File: src/rtl/pending_enc_pkg.sv
// Shared widths, reset constants and FSM encoding for pending_encoder_32x5.
// Build option: PENDING_ENC_ROUND_ROBIN_EN selects round-robin arbitration.
package pending_enc_pkg;

    localparam int N_REQ = 32;
    localparam int IDX_W = 5;

    localparam logic [IDX_W-1:0] IDX_RST = '0;
    localparam logic [IDX_W-1:0] PTR_RST = '0;

    typedef enum logic {
        S_IDLE,
        S_OFFER
    } enc_state_e;

    function automatic logic [N_REQ-1:0] onehot(input logic [IDX_W-1:0] idx);
        logic [N_REQ-1:0] v;
        v = '0;
        v[idx] = 1'b1;
        return v;
    endfunction

endpackage

File: src/rtl/pending_encoder_32x5_encoder.sv
// Combinational 32-to-5 encoder: index of first set bit plus any-set flag.
// Ports: vec_i vector, base_i search start (round-robin build only),
// idx_o selected index, any_o vector non-zero.
// Build option: PENDING_ENC_ROUND_ROBIN_EN adds base_i.
module pending_encoder_32x5_encoder
    import pending_enc_pkg::*;
(
    input  logic [N_REQ-1:0] vec_i,
`ifdef PENDING_ENC_ROUND_ROBIN_EN
    input  logic [IDX_W-1:0] base_i,
`endif
    output logic [IDX_W-1:0] idx_o,
    output logic             any_o
);

    logic [N_REQ-1:0] rot;
    logic [IDX_W-1:0] enc;

`ifdef PENDING_ENC_ROUND_ROBIN_EN
    logic [2*N_REQ-1:0] dbl;

    // Rotate right so base_i lands on bit 0; the wrap comes from the copy.
    always_comb begin
        dbl = {vec_i, vec_i} >> base_i;
        rot = dbl[N_REQ-1:0];
    end
`else
    assign rot = vec_i;
`endif

    // Descending scan: the last hit, i.e. the lowest set bit, wins.
    always_comb begin
        enc = '0;
        for (int i = N_REQ - 1; i >= 0; i--) begin
            if (rot[i]) begin
                enc = IDX_W'(i);
            end
        end
    end

`ifdef PENDING_ENC_ROUND_ROBIN_EN
    assign idx_o = enc + base_i;
`else
    assign idx_o = enc;
`endif

    assign any_o = |vec_i;

endmodule

File: src/rtl/pending_encoder_32x5.sv
// Latches request pulses and offers one pending index per VALID/ACK transfer.
// Ports: CLK, RESET (async low), REQ[31:0], ACK in; IDX[4:0], VALID,
// PENDING[31:0], OVERRUN out. Build option: PENDING_ENC_ROUND_ROBIN_EN.
module pending_encoder_32x5
    import pending_enc_pkg::*;
(
    input  logic             CLK,
    input  logic             RESET,
    input  logic [N_REQ-1:0] REQ,
    input  logic             ACK,
    output logic [IDX_W-1:0] IDX,
    output logic             VALID,
    output logic [N_REQ-1:0] PENDING,
    output logic             OVERRUN
);

    enc_state_e       state_q, state_d;
    logic [IDX_W-1:0] idx_q, idx_d;
    logic [N_REQ-1:0] pending_q, pending_d;
    logic             overrun_q, overrun_d;

    logic             xfer;
    logic [N_REQ-1:0] clr;
    logic [N_REQ-1:0] rem;
    logic [IDX_W-1:0] pend_idx, rem_idx;
    logic             pend_any, rem_any;

    assign xfer = (state_q == S_OFFER) && ACK;
    assign clr  = xfer ? onehot(idx_q) : '0;
    // Selection after a transfer sees only the old vector, not REQ.
    assign rem  = pending_q & ~onehot(idx_q);

`ifdef PENDING_ENC_ROUND_ROBIN_EN
    logic [IDX_W-1:0] ptr_q, ptr_d;

    // ptr_q holds the search start, i.e. last granted index + 1.
    assign ptr_d = xfer ? idx_q + IDX_W'(1) : ptr_q;

    always_ff @(posedge CLK or negedge RESET) begin
        if (!RESET) begin
            ptr_q <= PTR_RST;
        end else begin
            ptr_q <= ptr_d;
        end
    end

    pending_encoder_32x5_encoder u_enc_pend (
        .vec_i  (pending_q),
        .base_i (ptr_q),
        .idx_o  (pend_idx),
        .any_o  (pend_any)
    );

    // The rem search already uses the pointer this transfer will write.
    pending_encoder_32x5_encoder u_enc_rem (
        .vec_i  (rem),
        .base_i (idx_q + IDX_W'(1)),
        .idx_o  (rem_idx),
        .any_o  (rem_any)
    );
`else
    pending_encoder_32x5_encoder u_enc_pend (
        .vec_i  (pending_q),
        .idx_o  (pend_idx),
        .any_o  (pend_any)
    );

    pending_encoder_32x5_encoder u_enc_rem (
        .vec_i  (rem),
        .idx_o  (rem_idx),
        .any_o  (rem_any)
    );
`endif

    // Set wins over clear, so a same-cycle request re-arms the line.
    assign pending_d = (pending_q & ~clr) | REQ;
    assign overrun_d = overrun_q | (|(REQ & pending_q & ~clr));

    always_ff @(posedge CLK or negedge RESET) begin
        if (!RESET) begin
            state_q   <= S_IDLE;
            idx_q     <= IDX_RST;
            pending_q <= '0;
            overrun_q <= 1'b0;
        end else begin
            state_q   <= state_d;
            idx_q     <= idx_d;
            pending_q <= pending_d;
            overrun_q <= overrun_d;
        end
    end

    always_comb begin
        state_d = state_q;
        idx_d   = idx_q;
        unique case (state_q)
            S_IDLE: begin
                if (pend_any) begin
                    state_d = S_OFFER;
                    idx_d   = pend_idx;
                end
            end
            S_OFFER: begin
                if (ACK) begin
                    if (rem_any) begin
                        idx_d = rem_idx;
                    end else begin
                        state_d = S_IDLE;
                    end
                end
            end
            default: state_d = S_IDLE;
        endcase
    end

    always_comb begin
        VALID   = (state_q == S_OFFER);
        IDX     = idx_q;
        PENDING = pending_q;
        OVERRUN = overrun_q;
    end

endmodule

File: config.mk
export PLATFORM = sky130hd
export DESIGN_NAME = pending_encoder_32x5
export DESIGN_NICKNAME = d
export VERILOG_FILES = /design/src/rtl/pending_enc_pkg.sv /design/src/rtl/pending_encoder_32x5_encoder.sv /design/src/rtl/pending_encoder_32x5.sv
export SDC_FILE = /design/constraint.sdc
export NUM_CORES = 1
export LEC_CHECK = 0
export ABC_AREA = 1
export BUFFER_PORTS_ARGS = -buffer_cell sky130_fd_sc_hd__buf_2
export CORE_ASPECT_RATIO = 1.75
export CORE_UTILIZATION = 58
export DETAILED_ROUTE_END_ITERATION = 16
export GPL_TIMING_DRIVEN = 0
export PLACE_DENSITY = 0.87
export SLEW_MARGIN = 10
export SYNTH_ARGS = -nofsm -noshare
export SYNTH_HDL_FRONTEND = slang
export SYNTH_SLANG_ARGS = --single-unit
File: constraint.sdc
create_clock -name CLK -period 5.7 [get_ports CLK]
set_input_delay 0.855 -clock CLK [delete_from_list [all_inputs] [get_ports CLK]]
set_output_delay 0.855 -clock CLK [all_outputs]
set_load 0.02 [all_outputs]
Yosys cells after proc, flatten, opt, wreduce, memory -nomap -nowiden
Cells that the tools add are included.
Widths: inputs -> output; s select.
{"block": "totals", "reg_bits": 39, "input_bits": 35, "wordCells": 99}
{"block": "classes", "magnitude_cmp": 2, "n_eq_ne": 3, "mux": 75, "n_bitwise": 9, "reduce_logical": 6}
{"op": "$mux 5", "count": 67}
{"op": "$and 32x32->32", "count": 4}
{"op": "$reduce_or 32->1", "count": 3}
{"op": "$not 32->32", "count": 2}
{"op": "$mux 32", "count": 1}
{"op": "$or 32x32->32", "count": 1}
{"op": "$pmux 5 s2", "count": 1}
{"op": "$lt 5x6->1 const B", "count": 1}
{"op": "$demux 1 s5", "count": 1}
{"op": "$ge 5x1->1 const B", "count": 1}
{"op": "$mux 1", "count": 4}
{"op": "$ne 2x2->1 const B", "count": 2}
{"op": "$reduce_and 3->1", "count": 1}
{"op": "$logic_and 1x1->1", "count": 2}
{"op": "$ne 2x1->1 const B", "count": 1}
{"op": "$pmux 1 s2", "count": 1}
{"op": "$not 1->1", "count": 1}
{"op": "$or 1x1->1", "count": 1}

Longest topological paths before layout
{"block": "depth", "ltp_word": 41, "ltp_mapped": 36}

By module
Synthesis repeated with hierarchy kept, for this count alone.
{"block": "unflattened", "cells_unflattened": 544, "area_unflattened_um2": 3288.2}
{"module": "pending_encoder_32x5", "instances": 1, "cells_per_inst": 330, "area_each_um2": 2347.3, "seq_area_each_um2": 975.9}
{"module": "pending_encoder_32x5_encoder", "instances": 2, "cells_per_inst": 107, "area_each_um2": 470.5, "seq_area_each_um2": 0.0}

Least setup slack after synthesis
OpenSTA, ideal clock, no wires.
{"block": "synth_timing", "path_type": "reg2reg", "start": "register idx_q[2], in the netlist IDX[2]", "end": "register idx_q[0], in the netlist IDX[0]", "setup_time_ns": 0.122, "arrival_time_ns": 2.352, "slack_ns": 3.227, "path_stages_with_launch": 37, "path_buffers": 1, "path_cell_list": "dfrtp_1 buf_6 nand3_2 nor2_1 nor2_2 nand2_1 nand2_1 nand2_1 nand2_1 nand2_1 nand2_1 nand2_1 nand2_1 nand2_1 nand2_1 nand2_1 nand2_1 nand2_1 nand2_1 nand2_1 nand2_1 nand2_1 nand2_1 nand2_1 nand2_1 nand2_1 nand2_1 nand2_1 nand2_1 nand2_1 nand2_1 nand2_1 nand2_1 nand2_1 nand2_1 nand2_1 a21oi_2"}
{"block": "synth_between", "elab_chain_len": 41, "word_cells_on_any_way": 45, "classes_between": "order compare (2); eq/ne (1); mux (37); bitwise (2); reduce/logical (3)"}
{"element": "start, declared", "line": "pending_encoder_32x5.sv:18", "text": "logic [IDX_W-1:0] idx_q, idx_d;"}
{"element": "start signal, assigned", "line": "pending_encoder_32x5.sv:87", "text": "idx_q <= idx_d;"}
{"element": "$lt 5x6->1 (not written as such) or $ge 5x1->1 (tied branches)", "line": "pending_enc_pkg.sv:19", "text": "v[idx] = 1'b1;"}
{"element": "$logic_and 1x1->1 (not written as such)", "line": "pending_enc_pkg.sv:19"}
{"element": "$mux 1 (not written as such)", "line": "pending_enc_pkg.sv:19"}
{"element": "$demux 1 s5 *", "line": "pending_enc_pkg.sv:19"}
{"element": "$not 32->32 *", "line": "pending_encoder_32x5.sv:31", "text": "assign rem = pending_q & ~onehot(idx_q);"}
{"element": "$and 32x32->32 *", "line": "pending_encoder_32x5.sv:31"}
{"element": "$mux 5 (32 in a row)", "line": "pending_encoder_32x5_encoder.sv:35", "text": "if (rot[i]) begin"}
{"element": "$mux 5", "line": "pending_encoder_32x5.sv:105", "text": "if (rem_any) begin"}
{"element": "$mux 5", "line": "pending_encoder_32x5.sv:104", "text": "if (ACK) begin"}
{"element": "$pmux 5 s2", "line": "pending_encoder_32x5.sv:96", "text": "unique case (state_q)"}
Mark *: on every way between the ends. The rest lies on a longest branch, timed or not. The select of a mux whose other input is x is not followed.
A chain may end at the register's enable or synchronous reset.

Final worst setup path
{"block": "layout_timing", "start": "input ACK", "end": "register overrun_q, in the netlist OVERRUN"}
{"block": "layout_between", "elab_chain_len": 6}
{"element": "start, declared", "line": "pending_encoder_32x5.sv:10", "text": "input logic ACK,"}
{"element": "$logic_and 1x1->1", "line": "pending_encoder_32x5.sv:28", "text": "assign xfer = (state_q == S_OFFER) && ACK;"}
{"element": "$mux 32", "line": "pending_encoder_32x5.sv:29", "text": "assign clr = xfer ? onehot(idx_q) : '0;"}
{"element": "$not 32->32", "line": "pending_encoder_32x5.sv:77", "text": "assign overrun_d = overrun_q | (|(REQ & pending_q & ~clr));"}
{"element": "$and 32x32->32", "line": "pending_encoder_32x5.sv:77"}
{"element": "$reduce_or 32->1", "line": "pending_encoder_32x5.sv:77"}
{"element": "$or 1x1->1", "line": "pending_encoder_32x5.sv:77"}
{"element": "named net overrun_d", "line": "pending_encoder_32x5.sv:20", "text": "logic overrun_q, overrun_d;"}
{"element": "end signal, assigned", "line": "pending_encoder_32x5.sv:89", "text": "overrun_q <= overrun_d;"}
{"element": "end, declared", "line": "pending_encoder_32x5.sv:20"}
The timed path passes the listed nets, and every way through them passes these cells.

==> flow_summary.yaml <==
status:
  status: "finished, final reports clean"
global_route:
  grt_overflow: 0
  grtUsageTotal: 0.345
  grt_pass1_vias: 3036
  antenna_found_initial: 0
  grt_max_degree: 40
  grt_pass1_wl_um: 12800
floorplan:
  die_width_um: 54.8
  core_mm2: 0.00467
  fp.dieH_um: 94.4
  floorplan.initialDensity: 0.606
  ios: 74
  core.rowCount: 33
  die-area_mm2: 0.00517
sta:
  setup_tns_ns: 0
  finalCritPeriodShare: 0.503
  clock.fmax_mhz: 348
  rsz0062_at_grt: "no"
  worst_pin_slew_ns: 0.881
  fin_worst_skew_ns: 0.0103
  finalCriticalPeriod_ns: 2.87
  slew_violations: 0
  hold_slack_ns: 0.488
  relSlewSlack: 0.413
  hold_viol: 0
  setup_violations: 0
cts:
  clkTransAtPathRegs_ns: 0.08
  cts_resized: 0
  cts_hold_buffers: 0
  cts_buffer_depth: 2
  cts.sinks: 39
  cts_root_buf: "clkbuf_8"
  cts_setup_buffers: 0
  cts_tree: "yes"
  cts-buffers-inserted: 5
  h-tree-depth: 2
  clock_latency_ns: 0.29
min_path:
  min_path_type: "reg2reg"
  worstHoldPathCells: 1
  min_to: "OVERRUN"
  worstHoldStart: "OVERRUN"
detailed_routing:
  num_vias: 3112
  wl_um: 8160
  drtPass1Iterations: 5
  drt_iter0_drc: 130
  vias_per_cell: 5.46
  wire_per_inst_um: 14.3
  drt.antenna.violating_nets: 0
  drc: 0
setup_path:
  r2r_end: "IDX[0]"
  slowest_stage: "a221oi_1"
  cp_max_fo: 10
  cp_cell_sequence: "buf_2 > nand2_1 > clkbuf_1 > a21oi_1 > inv_1 > a221oi_1 > nand4_1 > or3_1"
  cp-startpoint: "ACK"
  crit_arrival_ns: 3.05
  critPathLaunchType: "primary input"
  critPathTopFamily: "simple AND/OR/NAND/NOR gates"
  regToRegSetupSlack_ns: 2.84
  cp-end-kind: "flop"
  reg2reg_from: "IDX[1]"
  worstPathRequired_ns: 5.88
  cp.buffers_inverters: 3
  path_class: "in2reg"
  r2r_cells: 33
  cpPeakStageDelay_ns: 0.56
logic_synthesis:
  yosysTopAreaCellShare: 0.345
  syn_area_mm2: 0.00283
  yosys_most_used_dff: "dfrtp_1"
  synth_edf_count: 0
  ys_types: 33
  synth_seq_cells: 39
  ys_async_sr_fraction: 1.00
  synthTopCellsByArea: "dfrtp_1 35%, nand2_1 15%, inv_1 11%"
  yosysTopAreaCell: "dfrtp_1"
  yosys_warnings: 0
  ys_seq_area_frac: 0.345
  postSynthNetCount: 472
  syn_avg_cell_area_um2: 6.47
  synthCells: 437
layout:
  final_common_cell: "nand2_1"
  fin_nets: 552
  drive_gt1_frac: 0.241
  syn_to_final_growth_pct: 19.4
  final_cell_mix: "115 x nand2_1, 85 x inv_1, 73 x buf_2"
  n_antenna_cell: 0
placed_design:
  place.gp.congestion: 0.986
  dp_hpwl_um: 6400
  io_buffer_count: 73
pwr:
  seqPwrFrac: 0.456
  p_total_uw: 638
  switching_share: 0.285
  leakage_uw: 0.00158
  ir_drop_v: 0.000179
  internal-power_uw: 456
  p_clk_frac: 0.384
  comb_power_share: 0.160
  p_sw_uw: 182
  power.density_mw_per_mm2: 189
run:
  max-cap-violations: 0
==> layer usage <==
metal  share of wire  vias up  global-route usage  routed length [µm]
met5               0        -                   0                   0
met4           0.043        0               0.190                 354
met3           0.059       28              0.0596                 485
met2            0.54      104               0.609                4380
met1            0.36     1432               0.359                2950
li1                -     1548                   -                   -
==> worst max path at each step <==
stage	cells after the start	slack (ns)	end
2_1_floorplan	36	3.23	IDX[0]
3_3_place_gp	8	2.67	OVERRUN
4_1_cts	33	2.88	IDX[0]
6_report	8	2.83	OVERRUN
3_5_place_dp	8	2.69	OVERRUN
5_1_grt	33	2.51	IDX[0]
==> worst register-to-register path, delay by kind of cell (launching register included) <==
family | cells | cell delay [ns]
AOI/OAI and AO/OA | 1 | 0.10
DFF | 1 | 0.44
and+or+nand+nor | 32 | 2.25
==> cell families (layout without fill, tap and decap cells) <==
group,Yosys count,in the layout,synth area share
simple gates,200,200,0.311
compound gates,104,104,0.216
buf+inv,94,175,0.127
flops,39,39,0.345
==> flip-flops by register name, indices dropped and copies added, names as in the netlist <==
register / flops
PENDING: 32
IDX: 5
OVERRUN: 1
VALID: 1
==> layout make-up <==
cell class	instances	area, µm²
Fill cell	420	1290
Sequential cell	39	976
Tap cell	52	65.1
Inverter	91	342
Clock inverter	2	35.0
Timing Repair Buffer	73	365
Buffer	3	18.8
Multi-Input combinational cell	304	1490
Clock buffer	6	82.6
==> cells in the mapped netlist, types with 4 or more instances <==
cell        n
nand3_1     4
o21ai_0    37
a21oi_1    37
nand2_1   115
inv_2       6
inv_1      85
a221oi_1    7
nor3_1      9
nand2_2     4
dfrtp_1    39
or2_2      25
nor2_1     33
==> stage by stage <==
step	cell area (µm²)	util	std cells	setup slack (ns)
6_report	3370	0.723	570	2.83
5_1_grt	3370	0.723	570	2.51
4_1_cts	3370	0.723	570	2.88
3_5_place_dp	3260	0.698	562	2.69
3_3_place_gp	3260	0.698	562	2.67
2_1_floorplan	2830	-	437	3.23
==> power groups by stage <==
stage               registers (µW)  clock network (µW)  logic (µW)
finish                         291                 245         102
CTS                            290                 246         101
global route                   292                 256         113
detailed placement             296                   0         101
global placement               296                   0        98.5
floorplan                      302                   0        49.0
No activity file was read; power rests on OpenSTA's default activity.
